--- config.mk ---
export PLATFORM = sky130hd
export DESIGN_NAME = controle_tampador
export DESIGN_NICKNAME = d
export VERILOG_FILES = /design/src/rtl/controle_tampador.sv
export SDC_FILE = /design/constraint.sdc
export NUM_CORES = 1
export LEC_CHECK = 0
export BUFFER_PORTS_ARGS = -buffer_cell sky130_fd_sc_hd__buf_2
export CAP_MARGIN = 30
export CORE_MARGIN = 5
export CORE_UTILIZATION = 50
export DETAILED_ROUTE_END_ITERATION = 8
export PLACE_DENSITY = 0.71
export SLEW_MARGIN = 15
export SYNTH_ARGS = -nofsm -noshare
export SYNTH_HDL_FRONTEND = slang
export SYNTH_SLANG_ARGS = --single-unit
--- constraint.sdc ---
create_clock -name CLKplaca -period 1.7 [get_ports CLKplaca]
set_clock_uncertainty 0.15 [all_clocks]
set_input_delay 0.255 -clock CLKplaca [delete_from_list [all_inputs] [get_ports CLKplaca]]
set_output_delay 0.255 -clock CLKplaca [all_outputs]
set_load 0.02 [all_outputs]
--- src/rtl/controle_tampador.sv ---
`default_nettype none
// ============================================================================
// controle_tampador: capping-station sequencer feeding the cork counter.
// Rev 1.0
// ============================================================================
module controle_tampador #(
    parameter int CAP_CYCLES = 4,
    parameter int JAM_CYCLES = 200,
    parameter int CNT_W      = 8
) (
    input  logic             CLKplaca,
    input  logic             ini,
    input  logic             garrafa,
    input  logic             TemR,
    output logic             Tampar,
    output logic             esteira,
    output logic             pedir_rolha,
    output logic             alarme,
    output logic [CNT_W-1:0] garrafas
);

    localparam int TMR_MAX = (CAP_CYCLES > JAM_CYCLES) ? CAP_CYCLES : JAM_CYCLES;
    localparam int TMR_W   = $clog2(TMR_MAX + 1);
    localparam logic [TMR_W-1:0] CAP_LAST = TMR_W'(CAP_CYCLES - 1);
    localparam logic [TMR_W-1:0] JAM_LAST = TMR_W'(JAM_CYCLES - 1);

    localparam logic [2:0] S_IDLE    = 3'd0;
    localparam logic [2:0] S_CHECK   = 3'd1;
    localparam logic [2:0] S_STARVE  = 3'd2;
    localparam logic [2:0] S_CAP     = 3'd3;
    localparam logic [2:0] S_RELEASE = 3'd4;
    localparam logic [2:0] S_JAM     = 3'd5;

    logic [2:0]       state_q, state_d;
    logic [TMR_W-1:0] tmr_q, tmr_d;
    logic [CNT_W-1:0] cnt_q, cnt_d;
    logic             sync1_q, g_s_q, g_prev_q;
    logic [1:0]       fill_q, fill_d;
    logic             armed_q, armed_d;
    logic             tampar_q, tampar_d;
    logic             esteira_q, esteira_d;
    logic             pedir_q, pedir_d;
    logic             alarme_q, alarme_d;
    logic             rise;

    // A bottle sitting on the sensor at reset must not trigger a cap: rises are
    // only honoured once the filled synchronizer has shown garrafa low.
    assign rise = g_s_q & ~g_prev_q & armed_q;

    always_ff @(posedge CLKplaca) begin
        if (ini) begin
            state_q   <= S_IDLE;
            tmr_q     <= '0;
            cnt_q     <= '0;
            sync1_q   <= 1'b0;
            g_s_q     <= 1'b0;
            g_prev_q  <= 1'b0;
            fill_q    <= 2'b00;
            armed_q   <= 1'b0;
            tampar_q  <= 1'b0;
            esteira_q <= 1'b1;
            pedir_q   <= 1'b0;
            alarme_q  <= 1'b0;
        end else begin
            state_q   <= state_d;
            tmr_q     <= tmr_d;
            cnt_q     <= cnt_d;
            sync1_q   <= garrafa;
            g_s_q     <= sync1_q;
            g_prev_q  <= g_s_q;
            fill_q    <= fill_d;
            armed_q   <= armed_d;
            tampar_q  <= tampar_d;
            esteira_q <= esteira_d;
            pedir_q   <= pedir_d;
            alarme_q  <= alarme_d;
        end
    end

    always_comb begin
        state_d = state_q;
        tmr_d   = '0;
        cnt_d   = cnt_q;
        fill_d  = {fill_q[0], 1'b1};
        armed_d = armed_q | (fill_q[1] & ~g_s_q);
        case (state_q)
            S_IDLE:    if (rise) state_d = S_CHECK;
            S_CHECK:   state_d = TemR ? S_CAP : S_STARVE;
            S_STARVE:  if (TemR) state_d = S_CAP;
            S_CAP: begin
                if (tmr_q == CAP_LAST) begin
                    state_d = S_RELEASE;
                    if (cnt_q != '1) cnt_d = cnt_q + 1'b1;
                end else begin
                    tmr_d = tmr_q + 1'b1;
                end
            end
            S_RELEASE: begin
                if (!g_s_q)                 state_d = S_IDLE;
                else if (tmr_q == JAM_LAST) state_d = S_JAM;
                else                        tmr_d   = tmr_q + 1'b1;
            end
            S_JAM:     state_d = S_JAM;
            default:   state_d = S_IDLE;
        endcase
    end

    // Outputs are decoded from the next state so the registered copies line up
    // with state_q; Tampar is therefore high exactly while the state is CAP.
    always_comb begin
        tampar_d  = (state_d == S_CAP);
        esteira_d = (state_d == S_IDLE) || (state_d == S_RELEASE);
        pedir_d   = (state_d == S_STARVE);
        alarme_d  = (state_d == S_STARVE) || (state_d == S_JAM);
    end

    assign Tampar      = tampar_q;
    assign esteira     = esteira_q;
    assign pedir_rolha = pedir_q;
    assign alarme      = alarme_q;
    assign garrafas    = cnt_q;

endmodule
`default_nettype wire

======== Word-level counts from Yosys, hierarchy flattened ========
Cells that the tools add are included.
storage, ports and cells
  register bits ........................... 29
  bits in latches ......................... 0
  memory bits (writable) .................. 0
  ROM bits ................................ 0
  input bits .............................. 4
  output and inout port bits .............. 12
  logic and storage cells ................. 50
  memories ................................ 0
operators by class
  $add $sub $neg .......................... 2
  multipliers ............................. 0
  divide/modulo/power cells ............... 0
  order comparisons ....................... 0
  equal/unequal tests ..................... 12
  shift-type cells ........................ 0
  mux-type cells .......................... 12
  bitwise gates (word level) .............. 6
  reduce and logical (&&, ||, !) cells .... 5
operator list
  kind                                                                    number
  8-bit two-way mux                                                       3
  3-bit case mux with 6 select lines                                      1
  8-bit by 1-bit adder with 8-bit output (second input constant)          2
  8-bit case mux with 2 select lines                                      1
  3-bit two-way mux                                                       5
  3-bit by 2-bit equality test with 1-bit output (second input constant)  4
  3-bit equality test (second input constant)                             4
  8-bit by 2-bit equality test with 1-bit output (second input constant)  1
  8-bit equality test (second input constant)                             1
  8-bit inequality test (second input constant)                           1
  3-bit logical NOT                                                       2
  1-bit AND                                                               3
  3-bit by 1-bit equality test with 1-bit output (second input constant)  1
  3-bit AND reduction                                                     1
  1-bit logical OR                                                        2
  1-bit two-way mux                                                       2
  1-bit NOT                                                               2
  1-bit OR                                                                1

======== Depth between registers and ports, before layout ========
Gate-level depths: netlist of the first run.
  depth after elaboration ................. 7
  depth in mapped cells ................... 6
  mapped depth without buffers ............ 5

======== Least setup slack after synthesis of the first run ========
OpenSTA, ideal clock, no wires.
  kind .................................... register to register
  from .................................... reg tmr_q[0]
  to ...................................... reg cnt_q[5], in the netlist garrafas[5]
  library setup time ...................... 0.121 ns
  arrival time ............................ 1.601 ns
  required time ........................... 1.429 ns
  setup slack ............................. -0.172 ns
  stages on the path, launching flop included .. 6
  path buffers ............................ 0
  period minus slack after synthesis ...... 1.872 ns
  cells stage by stage .................... dfxtp_1 -> ha_1 -> nor4b_4 -> nand3_2 -> nor4_1 -> mux2_2
between the ends
  word-level cells in the longest chain between the ends .. 2
ends and longest elaborated chain
  item                                            RTL line  RTL
  from (decl)                                     35        logic [TMR_W-1:0] tmr_q, tmr_d;
  from (signal assigned)                          66        tmr_q <= tmr_d;
  8-bit by 2-bit equality test with 1-bit output  91        if (tmr_q == CAP_LAST) begin
  3-bit AND reduction (no source line)            --
  to (signal assigned)                            67        cnt_q <= cnt_d;
  to (decl)                                       36        logic [CNT_W-1:0] cnt_q, cnt_d;
No other way between the ends.
A chain may end at the register's enable or synchronous reset.

======== Final worst setup path of the first run ========
  from .................................... reg tmr_q[1]
  to ...................................... reg cnt_q[4], in the netlist garrafas[4]
The elaborated chain is that of the path after synthesis.

==> impl_summary.md, run 1 <==
Timing
Setup repair after global routing could not meet its margin everywhere. The total count of hold-check failures in the final report is 0. The setup slack of the critical path after layout is -0.145 ns.

The final max-slew violation count was 0. At the pin with the least slew margin, the transition time is 0.411 ns. The tightest hold path in the finished design has a slack of 0.132 ns.

The final setup violation count is 12. The max-slew headroom at the worst pin is 0.726. The post-layout minimum cycle time is 1.85 ns.

Of the available clock period, the critical path in the final layout requires 1.09. The maximum clock frequency is 0.542 GHz. The sum of negative setup slack is -0.956 ns.

Pwr
Dividing total power by cell area gives a power density of 753 mW/mm2. Of the total power, the share spent switching nets is 0.256. For this design the static power due to leakage is about 0.68 nW. Of the total power, the clock network draws 0.300. In this run the power spent charging and discharging nets is 0.328 mW. The total power is between 1 and 1.5 mW. The share of total power dissipated in combinational logic is 0.134. Internal power comes to between 0.9 and 1 mW. The maximum resistive drop on vdd is slightly below 600 uV. The share of total power dissipated in sequential elements is 0.566.

Clock network
The clock edge transition at the registers on the reported setup and hold paths is ~0.09 ns. The clock passes through at most 2 buffers. The count of clock tree sinks is 29. TritonCTS built the clock tree.

The clock root buffer master is clkbuf_4. The number of H-tree levels is 2. In this run, CTS created clock tree buffers numbering 5.

For the worst-skew pair, the clock arrives at the later sink with an insertion delay of approximately 0.32 ns.

Synth
The synthesized design contains 0 enable-type register cells. The sequential element share of the synthesized area is 0.464. Yosys printed 0 warnings.

The cell area that synthesis handed to floorplanning was 0.00125 mm2. After synthesis, the mean cell area works out to slightly above 9 um2. By count the netlist is led by dfxtp_1, nor2_1, a21oi_1, inv_1, nand3_1. The flip-flop and latch count after synthesis is 29. The number of distinct library cell variants in the gate-level netlist after synthesis is 41. The gate count after technology mapping is between 100 and 150. The fraction of synthesized cell area taken by the top area cell type is 0.464. Among all cell types in the netlist, the one instantiated most often is dfxtp_1. After synthesis, the cell types taking the most area are dfxtp_1, nor2_1, a21oi_1. The most common flop cell mapped by yosys is dfxtp_1. The cell type with the highest aggregate area in the netlist is dfxtp_1. The number of nets in the synthesized netlist is 140.

The share of synthesized flip-flops with an asynchronous set or reset is 0.

Placement
The wire-length estimate of the detail-placed layout is approximately 1900 um. OpenSTA, run right after detailed placement, puts the worst setup slack at -0.183 ns. The count of placed standard cells including taps is 195. At the end of routability-driven placement, the weighted congestion stood at just over 0.8. The placed instances occupy a cell area of ~0.0015 mm2. Buffers placed on the I/O ports in this run total 15.

Final layout
The number of antenna diodes in the final layout is 0. The number of nets at the end of the flow is ~180. Leaving out filler cells and counting taps, the final layout contains between 200 and 250. The count of filler cells inserted in the layout is 198. For this run, the share of the core covered by cells in the final layout is 0.698. The finished cells cover between 0.0015 and 0.002 mm2. Relative to the synthesized area, the layout overhead comes to 35.7%.

The fraction of final layout cells with drive strength greater than 1 is 0.419.

Worst setup path
The start-to-end type of the worst setup path is reg -> reg. For this design, the slowest cell found on the critical path is or4_1. The largest fanout of any net on the critical path is 4. The biggest cell delay along the critical path is about 0.43 ns. The worst setup path is captured at a flip-flop. For the worst setup path, the data arrival time is between 1.5 and 2 ns. The kind of launch point of the worst setup path is a flip-flop. STA puts the critical path data required time at 1.80 ns. Walking the worst path, the cells encountered are ha_4 -> nor4b_4 -> buf_4 -> nand3_2 -> or4_1 -> a21oi_1.

Detailed routing
The via count is around 1,100. The number of DRC violations after detailed routing is 0. The violation count after the first detailed-route iteration is 50. In the routed layout, each cell is associated on average with a via count of 5.30.

The detail route stage leaves a number of antenna-violating nets equal to 0. The per-cell routed wire length is about 13 um. The routed wire length is roughly 2700 um. The number of iterations in the first detailed-routing pass is 4.

GRT
The number of global-route vias before repair is between 1,000 and 1,500. The initial antenna violation count is 0. Entering global routing, the biggest net connects 22 pins. For this run, the total global-route usage over all layers was measured as 0.176. The wire length of the first global-routing pass is around 4700 um. The total congestion overflow after global routing is 0.

Floorplanning
The core outline area is about 0.0024 mm2. The floorplan has 18 rows. The die is about 60 um tall.

In this run the horizontal extent of the chip is roughly 60 um. The die outline area is 0.00360 mm2. The count of boundary I/O pins is 16.

The initial utilization of the core area, before any placement, comes to 0.514.

Status
The flow ran to the end, but the final reports show violations. The final reports fail on negative setup slack.

Flow run
The number of max-capacitance violations reported is 0.

Min path
The path class of the tightest hold or removal check is in -> reg.
==> sequential cells by signal, summed over array words and instances (netlist names), 2 cells and up <==
register and count:
fill_q 2, garrafas 8, state_q 3, tmr_q 8
==> cells in the final DEF, fill, tap and decap left out, drive strengths merged, types with 3 or more instances in the layout <==
cell type,n
a21oi,9
buf,40
clkbuf,6
dfxtp,29
inv,9
nand3,11
nor2,16
nor2b,6
o21ai,4
o31ai,3
or4,5
xor2,4
==> critical path: cells and delay by family (launching register included) <==
kind,cells,cell delay [ns]
compound gates,1,0.13
simple gates,3,0.82
fa+ha+maj,1,0.13
buf+inv,1,0.18
flops,1,0.36
==> per-layer routing <==
layer	GRT usage	up-vias	wire, um
met1	0.212	518	1250
met2	0.270	15	1230
met4	0.101	0	71
met5	0	-	0
met3	0.0605	8	99
li1	-	566	-
==> timing repair <==
item                       CTS  global route
hold endpoints to repair     1             0
buffers inserted             2             2
setup endpoints to repair   11            21
cloned                       1             0
pin swaps                    9             2
hold buffers                 1             0
gates resized for setup      7             8
==> final timing paths <==
check             slack [ns]          end  cells after the start  startpoint
setup / recovery       -0.15  garrafas[4]                      6    tmr_q[1]
hold reg to reg         0.29    fill_q[1]                      1   fill_q[0]
hold / removal          0.13    fill_q[0]                      2         ini
setup reg to reg       -0.15  garrafas[4]                      6    tmr_q[1]
==> kinds of logic after synthesis <==
family                     count (synthesis)  synth area share
adders and majority gates                  2            0.0200
DFF                                       29             0.464
muxes                                      2            0.0170
buffers and inverters                     14            0.0450
xor gates and xnor gates                   6            0.0420
and+or+nand+nor                           55             0.270
AOI/OAI and AO/OA                         26             0.141
==> layout make-up <==
cell class              count  area [um2]  area share
multi-input cells          92         709       0.418
inverters                   9        33.8      0.0199
clock inverters             2        10.0     0.00590
clock buffers               6        41.3      0.0243
repair buffers             41         277       0.163
well taps                  30        37.5      0.0221
flip-flops and latches     29         588       0.347
==> power groups by stage <==
stage / Clock (mW) / Combinational, mW / Sequential (mW)
2_1_floorplan: 0 / 0.0811 / 0.762
3_3_place_gp: 0 / 0.166 / 0.738
3_5_place_dp: 0 / 0.169 / 0.740
4_1_cts: 0.401 / 0.173 / 0.724
5_1_grt: 0.429 / 0.193 / 0.727
6_report: 0.383 / 0.172 / 0.723
No activity file was read; power rests on OpenSTA's default activity.
==> run 2, diff against run 1 <==
REMOVE_ABC_BUFFERS = 1   (was unset)
==> run 2 against run 1 <==
Against the previous run:
- the flow still finishes with violations (negative setup slack)
- flip-flop and latch count unchanged
- clock power up 9.1%
- via count up 6.6%
- die area unchanged
- count of clock-buffer cells in the layout up 1
- final area up 7.6%
- fmax down 4.1%
- routed wire length up 23%
- non-clock buffer count up 5
- sequential power about the same
- utilization up 5.3 points
- combinational power up 10%
- largest power group unchanged
- highest routed layer unchanged
==> impl_summary.md, run 2 (same netlist as run 1, synthesis figures left out) <==
Status
The checks that failed: negative setup slack. The run finished, with violations left.

Final layout
The signed area change from the synthesized netlist to the final layout is 46.0%. Leaving out fill and tap cells, the most frequent cell in the layout is dfxtp_1. 0 antenna diodes ended up in the layout. Of the cells placed in the final design, the portion with a size suffix greater than 1 is 0.470.

Excluding fillers, the count of instances in the completed layout stands at approximately 210. In the final design database the tool counted about 190 nets. Leaving out fill and tap cells, the most frequent cells in the layout are dfxtp_1, buf_4, buf_2, inv_1, nor2_1.

Min path
The worst hold path begins at ini. The worst hold path terminates at fill_q[0]. The worst hold path stage count is 2.

In this run the worst hold path is classified as in -> reg.

Worst setup path
The number of cell instances on the worst register-to-register path is 7. Along the worst path, the maximum fanout reaches 4. In this design, the critical path's most frequently occurring cell is buf_4. The critical path capture point type is a flip-flop. The worst setup path is launched from a flip-flop.

Across all register-to-register paths, the minimum setup slack is -0.22 ns. The slowest stage of the critical path is the or4_1 cell. The endpoint identified for the worst register-to-register timing path is garrafas[6]. The biggest cell delay along the critical path is a little over 0.4 ns. The data arrival at the endpoint of the critical path is 2.04 ns. The critical path goes through ha_4 -> nor4b_4 -> buf_4 -> nand3_2 -> buf_4 -> or4_1 -> a21oi_1. In this run the critical register-to-register path is launched from tmr_q[0]. Data on the critical path is required at its endpoint by 1.82 ns.

The start-to-end type of the worst setup path is reg -> reg.

Detailed routing
For this run, design rule violations remaining after detail routing come to 0. The detail route stage leaves a number of antenna-violating nets equal to 0. After detailed routing, the average wire length per cell comes to between 15 and 20 um.

The routed wire length is between 3000 and 4000 um. The number of iterations in the first detailed-routing pass is 4. The detailed router placed 1,180 vias in this run. The via density per instance is around 5.5.

The detailed router finished its first iteration with between 50 and 60 violations.

Floorplanning
The core outline area is approximately 0.0024 mm2. In this run the vertical extent of the chip is approximately 60 um. During I/O placement, the number of pins put on the boundary was 16. The die extent in x is ~60 um. The die outline area is roughly 0.0036 mm2. The initial utilization of the core area, before any placement, comes to 0.514. After floorplanning, the core was divided into 18 placement rows.

GRT
The initial antenna violation count is 0. The total congestion overflow after global routing is 0. Entering global routing, the biggest net connects 22 pins. For this run, the total global-route usage over all layers was measured as 0.187. The wire length of the first global-routing pass is 4900 um. The number of global-route vias before repair is 1,137.

Timing
The final max-slew violation count was 0. In the post-route analysis, the smallest setup slack over all paths is -0.224 ns. The post-layout minimum cycle time is 1.92 ns. The sum of negative setup slack is -1.79 ns. Dividing the final minimum period by the clock period gives 1.13. The final setup violation count is 13.

At the pin with the least slew margin, the transition time is roughly 0.43 ns. The max-slew headroom at the worst pin is 0.716. The total count of hold-check failures in the final report is 0. The maximum clock frequency is between 0.5 and 0.6 GHz. Setup repair after global routing could not meet its margin everywhere.

Placement
The number of buffers added on ports is 15. The HPWL after detailed placement is between 1500 and 2000 um. The placer congestion estimate is about 0.84. The count of placed standard cells including taps is slightly below 200.

Clock network
The tree is rooted in a clkbuf_4. The number of H-tree levels is 2. The TritonCTS buffer count is 5. At the later pin of the worst-skew pair, clock insertion delay measures 0.33 ns. In this run the deepest clock path goes through 2 buffers. TritonCTS built the clock tree. After clock tree synthesis, the clock-pin slew on the worst setup and hold paths is 0.09 ns. The count of clock tree sinks is 29.

Pwr
The maximum resistive drop on vdd is roughly 730 uV. The analysis attributes to cell leakage a power of 0.732 nW. The total power per unit cell area is roughly 730 mW/mm2.

Flow run
The number of max-capacitance violations reported is 0.
-- run 2: cell count changes in the layout (fill, tap and decap cells not counted), sizes merged --
cell    delta
clkbuf     +1
clkinv     -2
buf        +5
-- run 2: repair_timing --
action / 4_1_cts / 5_1_grt
hold buffers: 1 / 0
endpoints found under the hold margin: 1 / 0
pin swaps: 13 / 19
gates resized for setup: 10 / 30
endpoints found under the setup margin: 13 / 20
setup buffers: 1 / 4
gates cloned: 1 / 0
-- run 2: per-stage QoR --
step           worst slack [ns]  utilization  hold slack, ns  instance area, um2  power, mW
2_1_floorplan            -0.277            -           0.162                1230      0.836
3_3_place_gp             -0.165        0.628           0.276                1530      0.901
3_5_place_dp             -0.225        0.628           0.286                1530      0.907
5_1_grt                  -0.281        0.751           0.159                1830       1.41
4_1_cts                  -0.154        0.683           0.122                1660       1.32
6_report                 -0.224        0.751           0.142                1830       1.33
-- run 2: how the worst max path moves through the flow --
stage                  start          end  slack, ns  cells after the start
floorplan           tmr_q[0]  garrafas[5]      -0.28                      5
global placement    tmr_q[0]  garrafas[5]      -0.16                      5
detailed placement  tmr_q[0]  garrafas[5]      -0.22                      5
CTS                 tmr_q[1]  garrafas[5]      -0.15                      5
global route        tmr_q[0]  garrafas[4]      -0.28                      6
finish              tmr_q[0]  garrafas[6]      -0.22                      7
-- run 2: metal layers --
layer / GRT usage / up-vias / part of all wire
li1: - / 572 / -
met1: 0.205 / 557 / 0.41
met2: 0.309 / 36 / 0.51
met3: 0.0605 / 15 / 0.042
met4: 0.114 / 0 / 0.041
met5: 0 / - / 0
-- run 2: where the power goes --
group	internal [mW]	switching [mW]	total, mW
Clock	0.195	0.224	0.418
Sequential	0.712	0.0100	0.722
Combinational	0.0893	0.101	0.190
Total	0.996	0.335	1.33
-- run 2: layout make-up --
cell class                 count  area (um2)
sequential                    29         583
tap                           30        37.5
multi-input combinational     92         791
timing repair buffer          46         325
inverter                       9        33.8
clock buffer                   7        55.1
fill                         175         607
-- run 2: worst max-delay path, delay by kind of cell (launching register included) --
family                     cells  cell delay (ns)
AOI/OAI and AO/OA              1             0.14
adders and majority gates      1             0.14
buffers and inverters          2             0.33
DFF                            1             0.37
and+or+nand+nor                3             0.73
